<file path="src/rtl/elevator_pkg.sv">
// Shared state encoding, command op codes and default timing for the car responder.
// Optional door reopen on obstruction is enabled by defining DOOR_REOPEN_EN.
package elevator_pkg;

    typedef enum logic [1:0] {
        S_IDLE  = 2'd0,
        S_MOVE  = 2'd1,
        S_OPEN  = 2'd2,
        S_CLOSE = 2'd3
    } state_t;

    localparam logic [1:0] OP_OPEN = 2'b00;
    localparam logic [1:0] OP_UP   = 2'b01;
    localparam logic [1:0] OP_DOWN = 2'b10;
    localparam logic [1:0] OP_RSVD = 2'b11;

    localparam int unsigned NUM_FLOORS_DEF = 8;
    localparam int unsigned TRAVEL_DEF     = 16;
    localparam int unsigned DOOR_DEF       = 32;
    localparam int unsigned CLOSE_DEF      = 8;
    localparam int unsigned TIMER_W_DEF    = 8;

endpackage

</file>
<file path="src/rtl/elev_timer.sv">
// Loadable down-counter shared by the travel, door-open and door-close phases.
// Holds at zero once expired; load takes priority over counting.
module elev_timer #(
    parameter int unsigned W = 8
) (
    input  logic         clk,
    input  logic         reset_n,
    input  logic         load_i,
    input  logic [W-1:0] value_i,
    output logic         zero_o
);

    logic [W-1:0] count_q;
    logic [W-1:0] count_d;

    always_comb begin
        count_d = count_q;
        if (load_i) begin
            count_d = value_i;
        end else if (count_q != '0) begin
            count_d = count_q - 1'b1;
        end
    end

    always_ff @(posedge clk or negedge reset_n) begin
        if (!reset_n) begin
            count_q <= '0;
        end else begin
            count_q <= count_d;
        end
    end

    assign zero_o = (count_q == '0);

endmodule

</file>
<file path="src/rtl/car_motion_responder.sv">
// Car-command responder: runs timed moves and door cycles, tracks the car floor.
// Define DOOR_REOPEN_EN to reopen the closing door when obstruct is sampled high.
module car_motion_responder
    import elevator_pkg::*;
#(
    parameter int unsigned NUM_FLOORS    = NUM_FLOORS_DEF,
    parameter int unsigned TRAVEL_CYCLES = TRAVEL_DEF,
    parameter int unsigned DOOR_CYCLES   = DOOR_DEF,
    parameter int unsigned CLOSE_CYCLES  = CLOSE_DEF,
    parameter int unsigned TIMER_W       = TIMER_W_DEF
) (
    input  logic                  clk,
    input  logic                  reset_n,
    input  logic                  cmd_valid,
    input  logic [1:0]            cmd_op,
    output logic                  cmd_ready,
    output logic [NUM_FLOORS-1:0] floor_oh,
    output logic [2:0]            floor_idx,
    output logic                  moving,
    output logic                  dir_up,
    output logic                  door_open,
    output logic                  arrive,
    output logic                  door_done,
    output logic                  cmd_err,
    input  logic                  obstruct
);

    localparam logic [2:0]         TOP_FLOOR = 3'(NUM_FLOORS - 1);
    localparam logic [TIMER_W-1:0] TRAVEL_LD = TIMER_W'(TRAVEL_CYCLES - 1);
    localparam logic [TIMER_W-1:0] DOOR_LD   = TIMER_W'(DOOR_CYCLES - 1);
    localparam logic [TIMER_W-1:0] CLOSE_LD  = TIMER_W'(CLOSE_CYCLES - 1);

    state_t                  state_q, state_d;
    logic [2:0]              floor_q, floor_d;
    logic [NUM_FLOORS-1:0]   oh_q, oh_d;
    logic                    dir_q, dir_d;
    logic                    arrive_q, arrive_d;
    logic                    done_q, done_d;
    logic                    err_q, err_d;
    logic                    tmr_load;
    logic [TIMER_W-1:0]      tmr_val;
    logic                    tmr_zero;

`ifndef DOOR_REOPEN_EN
    logic unused_obstruct;
    assign unused_obstruct = obstruct;
`endif

    elev_timer #(
        .W(TIMER_W)
    ) u_timer (
        .clk     (clk),
        .reset_n (reset_n),
        .load_i  (tmr_load),
        .value_i (tmr_val),
        .zero_o  (tmr_zero)
    );

    always_comb begin
        state_d  = state_q;
        floor_d  = floor_q;
        oh_d     = oh_q;
        dir_d    = dir_q;
        arrive_d = 1'b0;
        done_d   = 1'b0;
        err_d    = 1'b0;
        tmr_load = 1'b0;
        tmr_val  = '0;
        unique case (state_q)
            S_IDLE: begin
                if (cmd_valid) begin
                    unique case (cmd_op)
                        OP_OPEN: begin
                            state_d  = S_OPEN;
                            tmr_load = 1'b1;
                            tmr_val  = DOOR_LD;
                        end
                        OP_UP: begin
                            if (floor_q != TOP_FLOOR) begin
                                state_d  = S_MOVE;
                                dir_d    = 1'b1;
                                tmr_load = 1'b1;
                                tmr_val  = TRAVEL_LD;
                            end else begin
                                err_d = 1'b1;
                            end
                        end
                        OP_DOWN: begin
                            if (floor_q != 3'd0) begin
                                state_d  = S_MOVE;
                                dir_d    = 1'b0;
                                tmr_load = 1'b1;
                                tmr_val  = TRAVEL_LD;
                            end else begin
                                err_d = 1'b1;
                            end
                        end
                        OP_RSVD: err_d = 1'b1;
                    endcase
                end
            end
            S_MOVE: begin
                if (tmr_zero) begin
                    state_d  = S_IDLE;
                    arrive_d = 1'b1;
                    if (dir_q) begin
                        floor_d = floor_q + 3'd1;
                        oh_d    = oh_q << 1;
                    end else begin
                        floor_d = floor_q - 3'd1;
                        oh_d    = oh_q >> 1;
                    end
                end
            end
            S_OPEN: begin
                if (tmr_zero) begin
                    state_d  = S_CLOSE;
                    tmr_load = 1'b1;
                    tmr_val  = CLOSE_LD;
                end
            end
            S_CLOSE: begin
`ifdef DOOR_REOPEN_EN
                // an obstruction wins even on the last close clock
                if (obstruct) begin
                    state_d  = S_OPEN;
                    tmr_load = 1'b1;
                    tmr_val  = DOOR_LD;
                end else if (tmr_zero) begin
                    state_d = S_IDLE;
                    done_d  = 1'b1;
                end
`else
                if (tmr_zero) begin
                    state_d = S_IDLE;
                    done_d  = 1'b1;
                end
`endif
            end
        endcase
    end

    always_ff @(posedge clk or negedge reset_n) begin
        if (!reset_n) begin
            state_q  <= S_IDLE;
            floor_q  <= 3'd0;
            oh_q     <= NUM_FLOORS'(1);
            dir_q    <= 1'b1;
            arrive_q <= 1'b0;
            done_q   <= 1'b0;
            err_q    <= 1'b0;
        end else begin
            state_q  <= state_d;
            floor_q  <= floor_d;
            oh_q     <= oh_d;
            dir_q    <= dir_d;
            arrive_q <= arrive_d;
            done_q   <= done_d;
            err_q    <= err_d;
        end
    end

    assign cmd_ready = (state_q == S_IDLE);
    assign moving    = (state_q == S_MOVE);
    assign door_open = (state_q == S_OPEN) || (state_q == S_CLOSE);
    assign floor_idx = floor_q;
    assign floor_oh  = oh_q;
    assign dir_up    = dir_q;
    assign arrive    = arrive_q;
    assign door_done = done_q;
    assign cmd_err   = err_q;

endmodule

</file>
<file path="config.mk">
export PLATFORM = sky130hd
export DESIGN_NAME = car_motion_responder
export DESIGN_NICKNAME = d
export VERILOG_FILES = /design/src/rtl/elevator_pkg.sv /design/src/rtl/elev_timer.sv /design/src/rtl/car_motion_responder.sv
export SDC_FILE = /design/constraint.sdc
export NUM_CORES = 1
export LEC_CHECK = 0
export ABC_AREA = 1
export CORE_ASPECT_RATIO = 0.75
export CORE_UTILIZATION = 52
export DETAILED_ROUTE_END_ITERATION = 16
export GPL_TIMING_DRIVEN = 0
export PLACE_DENSITY = 0.79
export SKIP_CTS_REPAIR_TIMING = 1
export SYNTH_ARGS = -nofsm -noshare
export SYNTH_HDL_FRONTEND = slang
export SYNTH_SLANG_ARGS = --single-unit
</file>
<file path="constraint.sdc">
create_clock -name clk -period 1.9 [get_ports clk]
set_input_delay 0.38 -clock clk [delete_from_list [all_inputs] [get_ports clk]]
set_output_delay 0.38 -clock clk [all_outputs]
set_load 0.01 [all_outputs]
</file>
==> results.toml, run 1 <==
[synth]
seq_area_frac_synth = 0.426
yosys_register_bits = 25
synth_nets = 204
yosysWarnings = 0
synth_cell_types = 26
synth_area_per_cell_um2 = 7.72
synthCells = 191
syn_area_um2 = 1480

[power_and_ir_drop]
fin_total_pwr_mw = 2.13
power_density_nw_per_um2 = 1190
power_leakage_nw = 0.886
vdd_drop_max_mv = 0.688

[sta]
rsz0062_at_grt = "no"
timing.fmax_mhz = 552
worst_slew_pin_slew_ns = 1.11
maxSlewHeadroom = 0.257
finalSetupViolCount = 0
period_minus_slack_ns = 1.81
clock_skew_ns = 0.00329
post-route-period-util = 0.953
timing_hold_violations_final = 0
hold_ws_ns = 0.518
drv_slew = 0

[routing]
routed_wl_um = 2980
via_per_inst = 4.95
vias = 1253
drc = 0
ant_nets = 0
drt-initial-drc-count = 57
wl_per_cell_um = 11.8
drtPass1Iterations = 4

[placement]
io_buffers = 22
placed_area_um2 = 1740
gp_congestion = 0.824
hpwl_um = 2270

[clock_network]
htree_levels = 1
clkLatencyLatePin_ns = 0.27
cts_sinks = 25
cts_tree = "yes"
cts_root_buf = "clkbuf_8"
path_clk_slew_ns = 0.08
cts_buffers = 3
cts_max_path_buffers = 2

[worst_setup_path]
crit_arrival_ns = 1.43
path_class = "reg2out"
worstReg2RegEnd = "u_timer.count_q[1]"
rrSetupSlack_ns = 0.27
required_ns = 1.52
reg2regPathDepth = 8
critPathLaunchType = "register"
cp_max_fo = 6
r2r_start = "u_timer.count_q[0]"
end_kind = "output pin"

[layout]
drive_gt1_frac = 0.101
nets = 231
seqCellArea_um2 = 631
syn2layout_area_growth_pct = 21.5
fill_cells = 237
postLayoutCellArea_um2 = 1790
diodes = 0
multi_input_area_um2 = 713

[die]
ios = 24
chipWidth_um = 63.5
die_h_um = 48.1
start_util = 0.558
die_area_um2 = 3060
core_um2 = 2640
row_count = 16

[global_routing]
grt_pass1_vias = 1035
grt_max_degree = 26
track_usage = 0.207
antenna_found_initial = 0
overflow = 0
grt_pass1_wl_um = 4690

[hold_path]
whs_path_depth = 2
worstHoldPathType = "reg2reg"
worstHoldStart = "floor_oh[0]"
hold_end = "floor_oh[0]"

[run]
maxCapViolations = 0

[status]
outcome = "finished, final reports clean"
## synthesized netlist by cell type, drive strengths merged
master / n / share of area
a21oi: 1 / 0.0034
buf: 3 / 0.019
clkbuf: 1 / 0.0025
dfrtp: 23 / 0.39
dfstp: 2 / 0.036
fa: 1 / 0.014
ha: 6 / 0.051
inv: 26 / 0.070
nand2: 63 / 0.17
nand3: 15 / 0.058
nand4: 5 / 0.021
nor2: 21 / 0.074
nor3: 1 / 0.0034
o21a: 1 / 0.0051
o21ai: 18 / 0.064
xnor2: 2 / 0.012
xor2: 2 / 0.012
## worst max path at each step
| stage | slack [ns] | from | to |
|---|---|---|---|
| after floorplan | 0.49 | dir_up | floor_idx[2] |
| after CTS | -0.004 | state_q[0] | moving |
| final | 0.09 | state_q[1] | cmd_ready |
| after global placement | 0.06 | cmd_op[0] | u_timer.count_q[2] |
| after global routing | 0.03 | state_q[1] | cmd_ready |
| after detailed placement | 0.002 | cmd_op[0] | u_timer.count_q[2] |
## flip-flops by register name (all words and copies together) (netlist names)
name / cells
door_done: 1
cmd_err: 1
u_timer.count_q: 8
state_q: 2
arrive: 1
floor_idx: 3
floor_oh: 8
dir_up: 1
## routing by layer
metal	vias to the layer above	GRT usage	routed length, µm
li1	652	-	-
met1	567	0.281	1510
met2	32	0.340	1320
met3	2	0.0654	143
met4	0	0.0318	5
met5	-	0	0
## layout by cell type, fill, tap and decap left out, drive strengths merged, types with 3 or more instances in the layout
cell,instances
ha,6
inv,26
clkbuf,4
nand3,15
buf,3
dfrtp,23
o21ai,18
nor2,21
nand2,63
clkdlybuf4s50,21
nand4,5
## layout make-up
class	instances	share of cell area
repair buffers	22	0.124
clock inverters	1	0.00279
flip-flops and latches	25	0.352
clock buffers	3	0.0230
plain buffers	4	0.0175
multi-input cells	136	0.398
inverters	26	0.0573
well taps	36	0.0251
## cell families after synthesis
logic type               Yosys count  synth area share
XOR/XNOR                           4            0.0238
AND/OR/NAND/NOR                  105             0.323
adder cells (fa/ha/maj)            7            0.0645
buffers and inverters             30            0.0907
flip-flops                        25             0.426
AO/OA/AOI/OAI                     20            0.0721
## per-stage QoR
step	std cells	utilization	setup WS, ns	setup TNS [ns]
floorplan	191	-	0.493	0
CTS	253	0.676	-0.00400	-0.00400
global placement	249	0.659	0.0567	0
finish	253	0.678	0.0900	0
global route	253	0.678	0.0323	0
detailed placement	249	0.659	0.00249	0
## power by group
part	switching (mW)	internal, mW	leakage (nW)
clock	0.167	0.147	0.0255
combinational	0.577	0.407	0.541
sequential	0.157	0.680	0.320
## critical path: stages (launching register included)
cell             delay (ns)
dfrtp_2                0.48
nor2_4                 0.14
clkdlybuf4s50_1        0.54
Note: power is estimated with default switching activity, not from simulation.
==> run 2, diff against run 1 <==
- CORE_UTILIZATION: 52 -> 31
- PLACE_DENSITY: 0.79 -> 0.52
==> run 2 against run 1 <==
Clock power up 2%. Critical path depth unchanged. Sequential share of layout area down 0.48 points. Combinational power down 3.7%. Non-clock buffer count unchanged. Worst setup slack better by 0.010 ns. Largest power group unchanged. Register-to-register slack better by 0.06 ns. Die area up 65%. Wire length up 1.5%. Hold slack worse by 0.0067 ns. Sequential power down 0.7%.
==> results.toml, run 2 (synthesis results as in run 1) <==
[hold_path]
worstHoldPathType = "reg2reg"

[layout]
syn2layout_area_growth_pct = 23.2
final_cell_mix = "nand2_1 (61), inv_1 (24), dfrtp_1 (21), clkdlybuf4s50_1 (21)"
diodes = 0
drive_gt1_frac = 0.0968
nets = 231
fin_cells = 274
final_common_cell = "nand2_1"

[power_and_ir_drop]
p_clk_frac = 0.152
combinationalPowerShare = 0.452
power_leakage_nw = 0.883
fin_total_pwr_mw = 2.10
switchingPower_uw = 863
power_density_nw_per_um2 = 1160
vdd_drop_max_mv = 0.433
sw_frac_of_total = 0.411
power.internal_mw = 1.24
pwr-share-seq = 0.396

[global_routing]
grt_pass1_wl_um = 5060
use_met1 = 0.201
overflow = 0
busiest_layer = "met1"
grt_pass1_vias = 1049
grt_max_degree = 26
track_usage = 0.136
use_met2 = 0.198
use_met3 = 0.0350
antenna_found_initial = 0

[clock_network]
clkLatencyLatePin_ns = 0.27
path_clk_slew_ns = 0.09
cts_buffers = 3
cts_tree = "yes"
htree_levels = 1
cts_sinks = 25
cts_max_path_buffers = 2
cts_root_buf = "clkbuf_8"

[placement]
dp_cells = 270
hpwl_um = 2290
io_buffers = 22
place_ws_ns = -0.0345
gp_congestion = 0.776

[worst_setup_path]
path_class = "reg2out"
end_kind = "output pin"
cp_max_fo = 6
required_ns = 1.52
critPathLaunchType = "register"
crit_arrival_ns = 1.42

[routing]
drc = 0
via_per_inst = 4.43
wl_per_cell_um = 11.0
routed_wl_um = 3020
drtPass1Iterations = 4
vias = 1215
drt-initial-drc-count = 34
ant_nets = 0

[die]
die_h_um = 61.7
chipWidth_um = 81.7
die_area_um2 = 5040
start_util = 0.326
core_um2 = 4520
row_count = 21
ios = 24

[sta]
timing_hold_violations_final = 0
drv_slew = 0
clock_skew_ns = 0.00578
fin_ws_ns = 0.100
finalSetupViolCount = 0
rsz0062_at_grt = "no"
post-route-period-util = 0.947
period_minus_slack_ns = 1.80
maxSlewHeadroom = 0.244
worst_slew_pin_slew_ns = 1.13
timing.fmax_mhz = 556

[run]
maxCapViolations = 0

[status]
outcome = "finished, final reports clean"
==> run 2: changes by cell type in the layout (fill, tap and decap cells not counted), sizes merged <==
cell    before  now
clkinv       1    0
clkbuf       4    5
==> run 2: per-stage QoR <==
stage / util / cell area [µm²] / TNS, ns / hold slack, ns
6_report: 0.402 / 1820 / 0 / 0.511
5_1_grt: 0.402 / 1820 / 0 / 0.529
4_1_cts: 0.401 / 1810 / -0.0290 / 0.516
3_5_place_dp: 0.391 / 1770 / -0.0534 / 0.501
3_3_place_gp: 0.391 / 1770 / -0.0101 / 0.498
2_1_floorplan: - / 1480 / 0 / 0.0844
==> run 2: critical path, cell delays in order, from the launching register on <==
cell             delay (ns)
dfrtp_2                0.47
nor2_4                 0.14
clkdlybuf4s50_1        0.54
==> run 2: final timing paths <==
path                                     from            to  slack (ns)  cells after the start
min reg2reg                       floor_oh[0]   floor_oh[0]        0.51                      2
min in group asynchronous             reset_n  floor_idx[1]        0.71                      1
max                                state_q[1]     cmd_ready        0.10                      2
min                               floor_oh[0]   floor_oh[0]        0.51                      2
max reg2reg                u_timer.count_q[0]   floor_oh[3]        0.33                      8
max in group asynchronous             reset_n    state_q[0]        0.44                      1
==> run 2: cell type report <==
type / count / area, µm²
Buffer: 4 / 31.3
Clock buffer: 4 / 45.0
Fill cell: 497 / 2700
Inverter: 26 / 103
Multi-Input combinational cell: 136 / 713
Sequential cell: 25 / 631
Tap cell: 57 / 71.3
Timing Repair Buffer: 22 / 223
==> run 2: power by group through the flow <==
stage / Sequential, mW / Combinational [mW] / Clock (mW)
after floorplan: 0.828 / 0.670 / 0
after global placement: 0.839 / 0.957 / 0
after detailed placement: 0.835 / 0.961 / 0
after CTS: 0.828 / 0.967 / 0.341
after global routing: 0.853 / 1.09 / 0.366
final: 0.831 / 0.948 / 0.320
==> run 2: per-layer routing <==
metal / up-vias / part of all wire / wire length, µm
li1: 651 / - / -
met1: 542 / 0.54 / 1620
met4: 0 / 0.0060 / 18
met2: 20 / 0.42 / 1280
met3: 2 / 0.034 / 102
met5: - / 0 / 0
==> run 3, diff against run 2 <==
- ABC_CLOCK_PERIOD_IN_PS: unset -> 1900
- CAP_MARGIN: unset -> 20
==> run 3 against run 2 <==
Core utilization grew 0.33 points. Hold slack lost 0.12 ns. Largest cell class unchanged. Critical endpoint unchanged. Design area grew 0.83%.
==> results.toml, run 3 (synthesis results as in run 1) <==
[sta]
rsz0062_at_grt = "no"
fin_ws_ns = 0.0912
drv_slew = 0
timing.fmax_mhz = 553
clock_skew_ns = 0.0112
worst_slew_pin_slew_ns = 0.421
timing_hold_violations_final = 0
post-route-period-util = 0.952
hold_ws_ns = 0.395
period_minus_slack_ns = 1.81
finalSetupViolCount = 0
maxSlewHeadroom = 0.718

[die]
row_count = 21
ios = 24
start_util = 0.326
die_h_um = 61.7
chipWidth_um = 81.7
die_area_um2 = 5040
core_um2 = 4520

[power_and_ir_drop]
power_leakage_nw = 0.891
power_density_nw_per_um2 = 1150
vdd_drop_max_mv = 0.435

[clock_network]
path_clk_slew_ns = 0.09
cts_max_path_buffers = 2
cts_tree = "yes"
clkLatencyLatePin_ns = 0.28
cts_root_buf = "clkbuf_8"
cts_buffers = 3
cts_sinks = 25
htree_levels = 1

[worst_setup_path]
required_ns = 1.52
path_class = "reg2out"
end_kind = "output pin"
crit_arrival_ns = 1.43
critPathLaunchType = "register"
rrSetupSlack_ns = 0.32
cp_max_fo = 6

[layout]
nets = 232
final_util = 0.405
diodes = 0
syn2layout_area_growth_pct = 24.2
postLayoutCellArea_um2 = 1830
drive_gt1_frac = 0.101
final_common_cell = "nand2_1"
final_cell_mix = "nand2_1 (61), inv_1 (24), dfrtp_1 (21), clkdlybuf4s50_1 (21)"

[routing]
drc = 0
ant_nets = 0
via_per_inst = 4.41
drtPass1Iterations = 4
routed_wl_um = 3010
wl_per_cell_um = 11.0
vias = 1213
drt-initial-drc-count = 31

[status]
outcome = "finished, final reports clean"

[global_routing]
grt_pass1_wl_um = 5060
track_usage = 0.139
antenna_found_initial = 0
grt_max_degree = 19
grt_pass1_vias = 1040
overflow = 0

[hold_path]
worstHoldPathType = "in2async"

[placement]
gp_congestion = 0.776
io_buffers = 22
hpwl_um = 2330
placed_area_um2 = 1780
place_ws_ns = -0.0248

[run]
maxCapViolations = 0
[run 3: cell types whose count changed in the layout (fill, tap and decap cells not counted)]
cell   previous run  this run
buf_8             1         2
[run 3: worst paths after layout]
path | start | to | depth (start not counted)
max in group asynchronous | reset_n | dir_up | 2
hold reg to reg | floor_oh[0] | floor_oh[0] | 2
setup reg to reg | u_timer.count_q[0] | floor_oh[3] | 8
min in group clk | floor_oh[0] | floor_oh[0] | 2
setup / recovery | state_q[1] | cmd_ready | 2
hold / removal | reset_n | floor_idx[1] | 1
[run 3: final cells by class]
cell class              instances  area (µm²)
well taps                      57        71.3
clock buffers                   4        45.0
flip-flops and latches         25         631
fillers                       489        2690
inverters                      26         103
repair buffers                 23         238
plain buffers                   4        31.3
multi-input cells             136         713
[run 3: layer usage]
layer / global-route usage / vias to the layer above / part of all wire
met3: 0.0263 / 4 / 0.028
li1: - / 652 / -
met4: 0.0677 / 0 / 0.018
met5: 0 / - / 0
met2: 0.199 / 16 / 0.41
met1: 0.203 / 541 / 0.54
[run 3: per-stage QoR]
stage	power (mW)	setup TNS [ns]	cells
3_5_place_dp	1.80	-0.0443	271
2_1_floorplan	1.50	0	191
5_1_grt	2.31	0	275
4_1_cts	2.14	-0.0369	275
6_report	2.10	0	275
3_3_place_gp	1.80	-0.0101	270
[run 3: where the power goes]
| group | internal (mW) | switching (mW) | leakage, nW | total (mW) |
|---|---|---|---|---|
| Combinational | 0.406 | 0.541 | 0.548 | 0.947 |
| Clock | 0.150 | 0.174 | 0.0228 | 0.324 |
| Sequential | 0.681 | 0.152 | 0.320 | 0.832 |
[run 3: critical path, stage by stage (launching register included)]
cell,delay (ns)
dfrtp_2,0.47
nor2_4,0.14
clkdlybuf4s50_1,0.54
